## config.mk

```make
export PLATFORM = sky130hd
export DESIGN_NAME = sdram_arbiter_flat
export DESIGN_NICKNAME = d
export VERILOG_FILES = /design/src/rtl/sdram_arbiter_if.sv /design/src/rtl/sdram_arbiter.sv /design/src/flat_wrapper.sv
export SDC_FILE = /design/constraint.sdc
export NUM_CORES = 1
export LEC_CHECK = 0
export BUFFER_PORTS_ARGS = -buffer_cell sky130_fd_sc_hd__buf_2
export CAP_MARGIN = 20
export CELL_PAD_IN_SITES_DETAIL_PLACEMENT = 1
export CELL_PAD_IN_SITES_GLOBAL_PLACEMENT = 1
export CORE_MARGIN = 3
export CORE_UTILIZATION = 28
export DETAILED_ROUTE_END_ITERATION = 10
export GPL_ROUTABILITY_DRIVEN = 1
export PLACE_DENSITY = 0.88
export SYNTH_ARGS = -nofsm -noshare
export SYNTH_HDL_FRONTEND = slang
export SYNTH_SLANG_ARGS = --single-unit
```

## constraint.sdc

```tcl
create_clock -name clk -period 3.93 [get_ports clk]
set_input_delay 0.1965 -clock clk [delete_from_list [all_inputs] [get_ports clk]]
set_output_delay 0.1965 -clock clk [all_outputs]
set_load 0.1 [all_outputs]
```

## src/rtl/sdram_arbiter_if.sv

```systemverilog
// Requester-pair plus controller application-side bus for the SDRAM arbiter.
// master = arbiter view, slave = requesters/controller view.
interface sdram_arbiter_if #(
  parameter int LEN_WIDTH = 24
);
  logic                 sdram_ready;
  logic                 a_req, b_req;
  logic                 a_write, b_write;
  logic [21:0]          a_address, b_address;
  logic [LEN_WIDTH-1:0] a_length, b_length;
  logic                 a_grant, b_grant;
  logic                 a_done, b_done;
  logic                 a_wr_pulse, b_wr_pulse;
  logic [31:0]          a_wr_data, b_wr_data;
  logic [3:0]           a_wr_mask, b_wr_mask;
  logic                 a_wr_full, b_wr_full;
  logic                 a_rd_pulse, b_rd_pulse;
  logic                 a_rd_empty, b_rd_empty;
  logic [31:0]          rd_data;
  logic                 app_write_enable, app_read_enable;
  logic [21:0]          app_address;
  logic                 app_write_pulse;
  logic [31:0]          app_write_data;
  logic [3:0]           app_write_mask;
  logic                 app_read_pulse;
  logic [31:0]          app_read_data;
  logic                 write_fifo_full, read_fifo_empty;

  modport master (
    input  sdram_ready, a_req, b_req, a_write, b_write, a_address, b_address,
           a_length, b_length, a_wr_pulse, b_wr_pulse, a_wr_data, b_wr_data,
           a_wr_mask, b_wr_mask, a_rd_pulse, b_rd_pulse, app_read_data,
           write_fifo_full, read_fifo_empty,
    output a_grant, b_grant, a_done, b_done, a_wr_full, b_wr_full,
           a_rd_empty, b_rd_empty, rd_data, app_write_enable, app_read_enable,
           app_address, app_write_pulse, app_write_data, app_write_mask, app_read_pulse
  );

  modport slave (
    output sdram_ready, a_req, b_req, a_write, b_write, a_address, b_address,
           a_length, b_length, a_wr_pulse, b_wr_pulse, a_wr_data, b_wr_data,
           a_wr_mask, b_wr_mask, a_rd_pulse, b_rd_pulse, app_read_data,
           write_fifo_full, read_fifo_empty,
    input  a_grant, b_grant, a_done, b_done, a_wr_full, b_wr_full,
           a_rd_empty, b_rd_empty, rd_data, app_write_enable, app_read_enable,
           app_address, app_write_pulse, app_write_data, app_write_mask, app_read_pulse
  );
endinterface

```

## src/rtl/sdram_arbiter.sv

```systemverilog
// Round-robin two-port arbiter/sequencer for the SDRAM controller app interface.
// Grant 1 cycle after request, done 1 cycle after last accepted word; FIFO status forced busy when not owner.
module sdram_arbiter #(
  parameter int LEN_WIDTH  = 24,
  parameter int TURNAROUND = 4
) (
  input  logic            clk,
  input  logic            rst,
  sdram_arbiter_if.master bus
);
  localparam int TW = (TURNAROUND < 1) ? 1 : $clog2(TURNAROUND + 1);

  typedef enum logic [1:0] {IDLE, ACTIVE, RELEASE} state_t;

  state_t               state;
  logic                 grant_a, grant_b, done_a, done_b;
  logic                 wen, ren, last_b, lat_write;
  logic [21:0]          addr;
  logic [LEN_WIDTH-1:0] len_q, cnt;
  logic [TW-1:0]        ta;

  logic own_a, own_b, wr_acc, rd_acc, acc, own_req, pick_a, close;

  // Datapath ownership only while sequencing; a zero-length grant never reaches the controller.
  assign own_a = (state == ACTIVE) && grant_a;
  assign own_b = (state == ACTIVE) && grant_b;

  assign bus.app_write_pulse = (own_a && bus.a_wr_pulse) || (own_b && bus.b_wr_pulse);
  assign bus.app_read_pulse  = (own_a && bus.a_rd_pulse) || (own_b && bus.b_rd_pulse);
  assign bus.app_write_data  = own_a ? bus.a_wr_data : (own_b ? bus.b_wr_data : '0);
  assign bus.app_write_mask  = own_a ? bus.a_wr_mask : (own_b ? bus.b_wr_mask : '0);
  assign bus.a_wr_full       = own_a ? bus.write_fifo_full : 1'b1;
  assign bus.b_wr_full       = own_b ? bus.write_fifo_full : 1'b1;
  assign bus.a_rd_empty      = own_a ? bus.read_fifo_empty : 1'b1;
  assign bus.b_rd_empty      = own_b ? bus.read_fifo_empty : 1'b1;
  assign bus.rd_data         = bus.app_read_data;

  assign wr_acc  = bus.app_write_pulse && !bus.write_fifo_full;
  assign rd_acc  = bus.app_read_pulse && !bus.read_fifo_empty;
  assign acc     = lat_write ? wr_acc : rd_acc;
  assign own_req = grant_a ? bus.a_req : bus.b_req;
  assign pick_a  = bus.a_req && (!bus.b_req || last_b);

  // Either a zero-length grant waiting to retire, or an active burst finishing/aborting.
  assign close = ((state == IDLE) && (grant_a || grant_b)) ||
                 ((state == ACTIVE) && (((cnt + LEN_WIDTH'(acc)) == len_q) ||
                                        !own_req || !bus.sdram_ready));

  assign bus.a_grant          = grant_a;
  assign bus.b_grant          = grant_b;
  assign bus.a_done           = done_a;
  assign bus.b_done           = done_b;
  assign bus.app_write_enable = wen;
  assign bus.app_read_enable  = ren;
  assign bus.app_address      = addr;

  always_ff @(posedge clk) begin
    if (rst) begin
      state     <= IDLE;
      grant_a   <= 1'b0;
      grant_b   <= 1'b0;
      done_a    <= 1'b0;
      done_b    <= 1'b0;
      wen       <= 1'b0;
      ren       <= 1'b0;
      addr      <= '0;
      cnt       <= '0;
      len_q     <= '0;
      lat_write <= 1'b0;
      ta        <= '0;
      last_b    <= 1'b1;
    end else begin
      done_a <= 1'b0;
      done_b <= 1'b0;
      if (ta != '0) ta <= ta - TW'(1);
      if (close) begin
        grant_a <= 1'b0;
        grant_b <= 1'b0;
        wen     <= 1'b0;
        ren     <= 1'b0;
        done_a  <= grant_a;
        done_b  <= grant_b;
        last_b  <= grant_b;
        ta      <= TW'(TURNAROUND);
        state   <= (state == ACTIVE) ? RELEASE : IDLE;
      end else begin
        case (state)
          IDLE: begin
            if (bus.sdram_ready && (ta == '0) && (bus.a_req || bus.b_req)) begin
              grant_a   <= pick_a;
              grant_b   <= !pick_a;
              lat_write <= pick_a ? bus.a_write : bus.b_write;
              addr      <= pick_a ? bus.a_address : bus.b_address;
              len_q     <= pick_a ? bus.a_length : bus.b_length;
              cnt       <= '0;
              if ((pick_a ? bus.a_length : bus.b_length) != '0) state <= ACTIVE;
            end
          end
          ACTIVE: begin
            cnt <= cnt + LEN_WIDTH'(acc);
            wen <= lat_write;
            ren <= !lat_write;
          end
          default: state <= IDLE;
        endcase
      end
    end
  end
endmodule
```

## src/flat_wrapper.sv

```systemverilog
// flat-port wrapper written by rule: the top's interface ports become plain ports
module sdram_arbiter_flat 
#(
  parameter int LEN_WIDTH  = 24,
  parameter int TURNAROUND = 4
)
  (clk, rst, bus_sdram_ready, bus_a_req, bus_b_req, bus_a_write, bus_b_write, bus_a_address, bus_b_address, bus_a_length, bus_b_length, bus_a_wr_pulse, bus_b_wr_pulse, bus_a_wr_data, bus_b_wr_data, bus_a_wr_mask, bus_b_wr_mask, bus_a_rd_pulse, bus_b_rd_pulse, bus_app_read_data, bus_write_fifo_full, bus_read_fifo_empty, bus_a_grant, bus_b_grant, bus_a_done, bus_b_done, bus_a_wr_full, bus_b_wr_full, bus_a_rd_empty, bus_b_rd_empty, bus_rd_data, bus_app_write_enable, bus_app_read_enable, bus_app_address, bus_app_write_pulse, bus_app_write_data, bus_app_write_mask, bus_app_read_pulse);
  sdram_arbiter_if #(.LEN_WIDTH(LEN_WIDTH)) bus_i ();
  input  logic clk;
  input  logic rst;
  input wire logic [$bits(bus_i.sdram_ready)-1:0] bus_sdram_ready;
  input wire logic [$bits(bus_i.a_req)-1:0] bus_a_req;
  input wire logic [$bits(bus_i.b_req)-1:0] bus_b_req;
  input wire logic [$bits(bus_i.a_write)-1:0] bus_a_write;
  input wire logic [$bits(bus_i.b_write)-1:0] bus_b_write;
  input wire logic [$bits(bus_i.a_address)-1:0] bus_a_address;
  input wire logic [$bits(bus_i.b_address)-1:0] bus_b_address;
  input wire logic [$bits(bus_i.a_length)-1:0] bus_a_length;
  input wire logic [$bits(bus_i.b_length)-1:0] bus_b_length;
  input wire logic [$bits(bus_i.a_wr_pulse)-1:0] bus_a_wr_pulse;
  input wire logic [$bits(bus_i.b_wr_pulse)-1:0] bus_b_wr_pulse;
  input wire logic [$bits(bus_i.a_wr_data)-1:0] bus_a_wr_data;
  input wire logic [$bits(bus_i.b_wr_data)-1:0] bus_b_wr_data;
  input wire logic [$bits(bus_i.a_wr_mask)-1:0] bus_a_wr_mask;
  input wire logic [$bits(bus_i.b_wr_mask)-1:0] bus_b_wr_mask;
  input wire logic [$bits(bus_i.a_rd_pulse)-1:0] bus_a_rd_pulse;
  input wire logic [$bits(bus_i.b_rd_pulse)-1:0] bus_b_rd_pulse;
  input wire logic [$bits(bus_i.app_read_data)-1:0] bus_app_read_data;
  input wire logic [$bits(bus_i.write_fifo_full)-1:0] bus_write_fifo_full;
  input wire logic [$bits(bus_i.read_fifo_empty)-1:0] bus_read_fifo_empty;
  output wire logic [$bits(bus_i.a_grant)-1:0] bus_a_grant;
  output wire logic [$bits(bus_i.b_grant)-1:0] bus_b_grant;
  output wire logic [$bits(bus_i.a_done)-1:0] bus_a_done;
  output wire logic [$bits(bus_i.b_done)-1:0] bus_b_done;
  output wire logic [$bits(bus_i.a_wr_full)-1:0] bus_a_wr_full;
  output wire logic [$bits(bus_i.b_wr_full)-1:0] bus_b_wr_full;
  output wire logic [$bits(bus_i.a_rd_empty)-1:0] bus_a_rd_empty;
  output wire logic [$bits(bus_i.b_rd_empty)-1:0] bus_b_rd_empty;
  output wire logic [$bits(bus_i.rd_data)-1:0] bus_rd_data;
  output wire logic [$bits(bus_i.app_write_enable)-1:0] bus_app_write_enable;
  output wire logic [$bits(bus_i.app_read_enable)-1:0] bus_app_read_enable;
  output wire logic [$bits(bus_i.app_address)-1:0] bus_app_address;
  output wire logic [$bits(bus_i.app_write_pulse)-1:0] bus_app_write_pulse;
  output wire logic [$bits(bus_i.app_write_data)-1:0] bus_app_write_data;
  output wire logic [$bits(bus_i.app_write_mask)-1:0] bus_app_write_mask;
  output wire logic [$bits(bus_i.app_read_pulse)-1:0] bus_app_read_pulse;
  assign bus_i.sdram_ready = bus_sdram_ready;
  assign bus_i.a_req = bus_a_req;
  assign bus_i.b_req = bus_b_req;
  assign bus_i.a_write = bus_a_write;
  assign bus_i.b_write = bus_b_write;
  assign bus_i.a_address = bus_a_address;
  assign bus_i.b_address = bus_b_address;
  assign bus_i.a_length = bus_a_length;
  assign bus_i.b_length = bus_b_length;
  assign bus_i.a_wr_pulse = bus_a_wr_pulse;
  assign bus_i.b_wr_pulse = bus_b_wr_pulse;
  assign bus_i.a_wr_data = bus_a_wr_data;
  assign bus_i.b_wr_data = bus_b_wr_data;
  assign bus_i.a_wr_mask = bus_a_wr_mask;
  assign bus_i.b_wr_mask = bus_b_wr_mask;
  assign bus_i.a_rd_pulse = bus_a_rd_pulse;
  assign bus_i.b_rd_pulse = bus_b_rd_pulse;
  assign bus_i.app_read_data = bus_app_read_data;
  assign bus_i.write_fifo_full = bus_write_fifo_full;
  assign bus_i.read_fifo_empty = bus_read_fifo_empty;
  assign bus_a_grant = bus_i.a_grant;
  assign bus_b_grant = bus_i.b_grant;
  assign bus_a_done = bus_i.a_done;
  assign bus_b_done = bus_i.b_done;
  assign bus_a_wr_full = bus_i.a_wr_full;
  assign bus_b_wr_full = bus_i.b_wr_full;
  assign bus_a_rd_empty = bus_i.a_rd_empty;
  assign bus_b_rd_empty = bus_i.b_rd_empty;
  assign bus_rd_data = bus_i.rd_data;
  assign bus_app_write_enable = bus_i.app_write_enable;
  assign bus_app_read_enable = bus_i.app_read_enable;
  assign bus_app_address = bus_i.app_address;
  assign bus_app_write_pulse = bus_i.app_write_pulse;
  assign bus_app_write_data = bus_i.app_write_data;
  assign bus_app_write_mask = bus_i.app_write_mask;
  assign bus_app_read_pulse = bus_i.app_read_pulse;
  sdram_arbiter #(.LEN_WIDTH(LEN_WIDTH), .TURNAROUND(TURNAROUND)) u_core (.clk(clk), .rst(rst), .bus(bus_i));
endmodule
```

==> out/results.txt <==
Final nets: 1065
Outcome: completed
Slew margin rel.: 58.82%
ANT cells: 0
Fillers: 2285
Synthesized area: 5479 um2
Post-route ant nets: 0
Pwr dens: 675.2 nW/um2
Post-DP Area: 6830 um2
Area share of the largest cell type after synthesis: 30.33%
Max-slew violations: 0
Crit. End Element: register
DP HPWL: 16.20 mm
Gr ovfl total: 0
Ys async rst share: 0%
Ports: 311
Layout cells sized above 1: 38.90%
Period minus WS final: 3906 ps
Vias in the first global route: 5940
Worst min-delay path class: input pin to register
Worst EP arrival: 4200 ps
Finished Core Util: 38.55%
Crit path to: u_core.cnt[7]
EDFF count, synth: 0
Initial DRT Pass Iterations: 5
Synth cell types: 59
Reg2reg end: u_core.cnt[7]
Total track usage: 18.25%
Via count: 5825
Max_cap viols: 0
Clock Skew: 8.862 ps
Critical Path RT: 4220 ps
Core area: 18960 um2
Syn Area/Cell: 8.429 um2
Commonest cells after routing, fill and taps aside: buf_2, dfxtp_1, nor2_1, mux2i_1, a211oi_1
CP Launch Point: u_core.state[1]
Worst Tran Pin Value: 612.1 ps
Startpoint types: register
Drt total wl: 20.72 mm
TritonCTS Buffers: 9
Hold Buf Count CTS: 0
Flops & latches, synth: 83
Die height: 145.9 um
Pwr Total: 4.934 mW
TNS Setup: 0 ps
Routability-driven placement congestion ratio: 0.9364
Die Wd: 145.9 um
Iter 0 DRT Violations: 270
Worst-case reg-to-reg path depth: 16
Area leader, netlist: dfxtp_1
Synthesized net count: 864
Period utilization: 99.38%
DRC: 0
Fmax: 256.0 MHz
Reg2reg setup slack: 20 ps
Most common cell after layout, fill and taps aside: buf_2
CP Class: register to register
Clock insertion delay at the later pin of the skew report: 350 ps
Starting Density: 28.90%
Reg-to-reg startpoint: u_core.state[1]
Leakage power: 3.382 nW
Crit Path Max Fanout: 19
Syn Inst Count: 650
Row count: 50
DR vias/cell: 5.220
Syn. warnings: 0
CTS Sinks: 83
Root Buffer: clkbuf_16
Main synth FF type: dfxtp_1
Area Overhead vs Synth: 33.39%
H-Tree Depth: 3
CTS tree: yes
Top post-synthesis cells by area: dfxtp_1, mux2i_1, a211oi_1
Design area: 7308 um2
Clk buf depth: 2
WL per Instance: 18.57 um
Largest net degree at the start of global routing: 57
Register clock-pin slew on the reported worst setup and hold paths: 70 ps
Final setup fails: 0
Sequential area share after synthesis: 30.33%
Endpoints failing hold: 0
Maximum VDD drop: 487.8 uV
Initial antenna violation count: 2
Buffers on Ports: 246
Die ar.: 21280 um2
First-pass GRT wire length: 31.66 mm
-- synthesized netlist by cell type, types with 3 or more instances --
cell       n
o21ai_0    9
or3_1      9
xor2_1    12
and4_1     8
inv_1     11
clkbuf_1  38
nand4_1    7
nor2_1    80
a21oi_1   13
a31oi_1    6
a21boi_1   3
dfxtp_1   83
a22o_1    41
a21o_1     5
nor3_1    12
mux2i_1   52
o211ai_1   3
a221o_1   11
buf_4     34
nand2_1   26
a211oi_1  50
xnor2_1   20
a211o_1    5
nor2b_1    3
nand2b_1   6
nor3b_2    3
nor4_1    17
and3_1    15
ha_1       5
buf_2     13
nand3_1   14
-- state kept, by name, summed over array words and instances, names as in the netlist, 2 cells and up --
register	cells
u_core.bus.app_address	22
u_core.state	2
u_core.ta	3
u_core.len_q	24
u_core.cnt	24
-- logic make-up after synthesis --
logic type	after synthesis	share of synthesized area (%)
xor gates and xnor gates	32	5.115
AOI/OAI and AO/OA	165	23.70
buffers and inverters	99	9.682
muxes	53	9.705
adders and majority gates	5	1.142
DFF	83	30.33
and+or+nand+nor	213	20.32
-- worst min path at each step --
stage                           from                          to  slack, ps  cells after the start
6_report           bus_a_address[21]  u_core.bus.app_address[21]        190                      3
5_1_grt            bus_a_address[13]  u_core.bus.app_address[13]        190                      3
4_1_cts            bus_a_address[12]  u_core.bus.app_address[12]        170                      3
3_5_place_dp   bus_app_read_data[11]             bus_rd_data[11]        390                      0
3_3_place_gp   bus_app_read_data[11]             bus_rd_data[11]        390                      0
2_1_floorplan        bus_a_length[0]             u_core.len_q[0]        430                      2
-- per-stage QoR --
step / setup slack, ps / hold slack, ps / std cells
2_1_floorplan: -378.4 / 430.5 / 650
3_3_place_gp: 59.25 / 393.7 / 1092
3_5_place_dp: -114.0 / 393.7 / 1092
4_1_cts: -3.803 / 172.1 / 1108
5_1_grt: -137.6 / 189.0 / 1116
6_report: 24.29 / 186.6 / 1116
-- timing repair --
action	CTS	global route
pin swaps	0	7
endpoints found under the setup margin	32	34
resized for setup	4	16
gates cloned	0	1
buffers inserted	0	7
-- cell type report --
type | count | area (um2) | share of cell area, %
multi-input combinational | 468 | 3462 | 47.37
sequential | 83 | 1669 | 22.84
tap | 260 | 325.3 | 4.451
clock buffer | 10 | 250.2 | 3.424
inverter | 11 | 41.29 | 0.5650
clock inverter | 6 | 46.29 | 0.6335
timing repair buffer | 278 | 1514 | 20.72
-- worst max-delay path, stage by stage (launching register included) --
cell,delay (ps)
dfxtp_1,310
nand2b_4,160
nor3_2,160
a22o_1,240
ha_4,190
ha_4,140
nand3_1,100
or4_4,620
or3_4,360
a21oi_2,170
a2111oi_2,80
and3_4,230
a2111oi_4,440
buf_4,220
buf_12,140
a21boi_2,170
a21o_1,100
-- power breakdown --
| part | leakage, nW | switching (mW) | total (mW) | internal (mW) |
|---|---|---|---|---|
| registers | 0.681 | 0.226 | 1.34 | 1.11 |
| logic | 2.56 | 1.97 | 2.75 | 0.786 |
| clock network | 0.146 | 0.372 | 0.844 | 0.472 |
| total | 3.38 | 2.56 | 4.93 | 2.37 |
-- routing by layer --
| metal | vias to the layer above | share of wire, % | wire length [um] | track usage, % |
|---|---|---|---|---|
| li1 | 2797 | - | - | - |
| met1 | 2807 | 43 | 8829 | 22.32 |
| met2 | 186 | 48 | 10020 | 30.91 |
| met3 | 31 | 6.5 | 1343 | 4.921 |
| met4 | 4 | 2.4 | 502 | 6.410 |
| met5 | - | 0.12 | 24 | 0 |
Power figures use the tool's default switching activity.
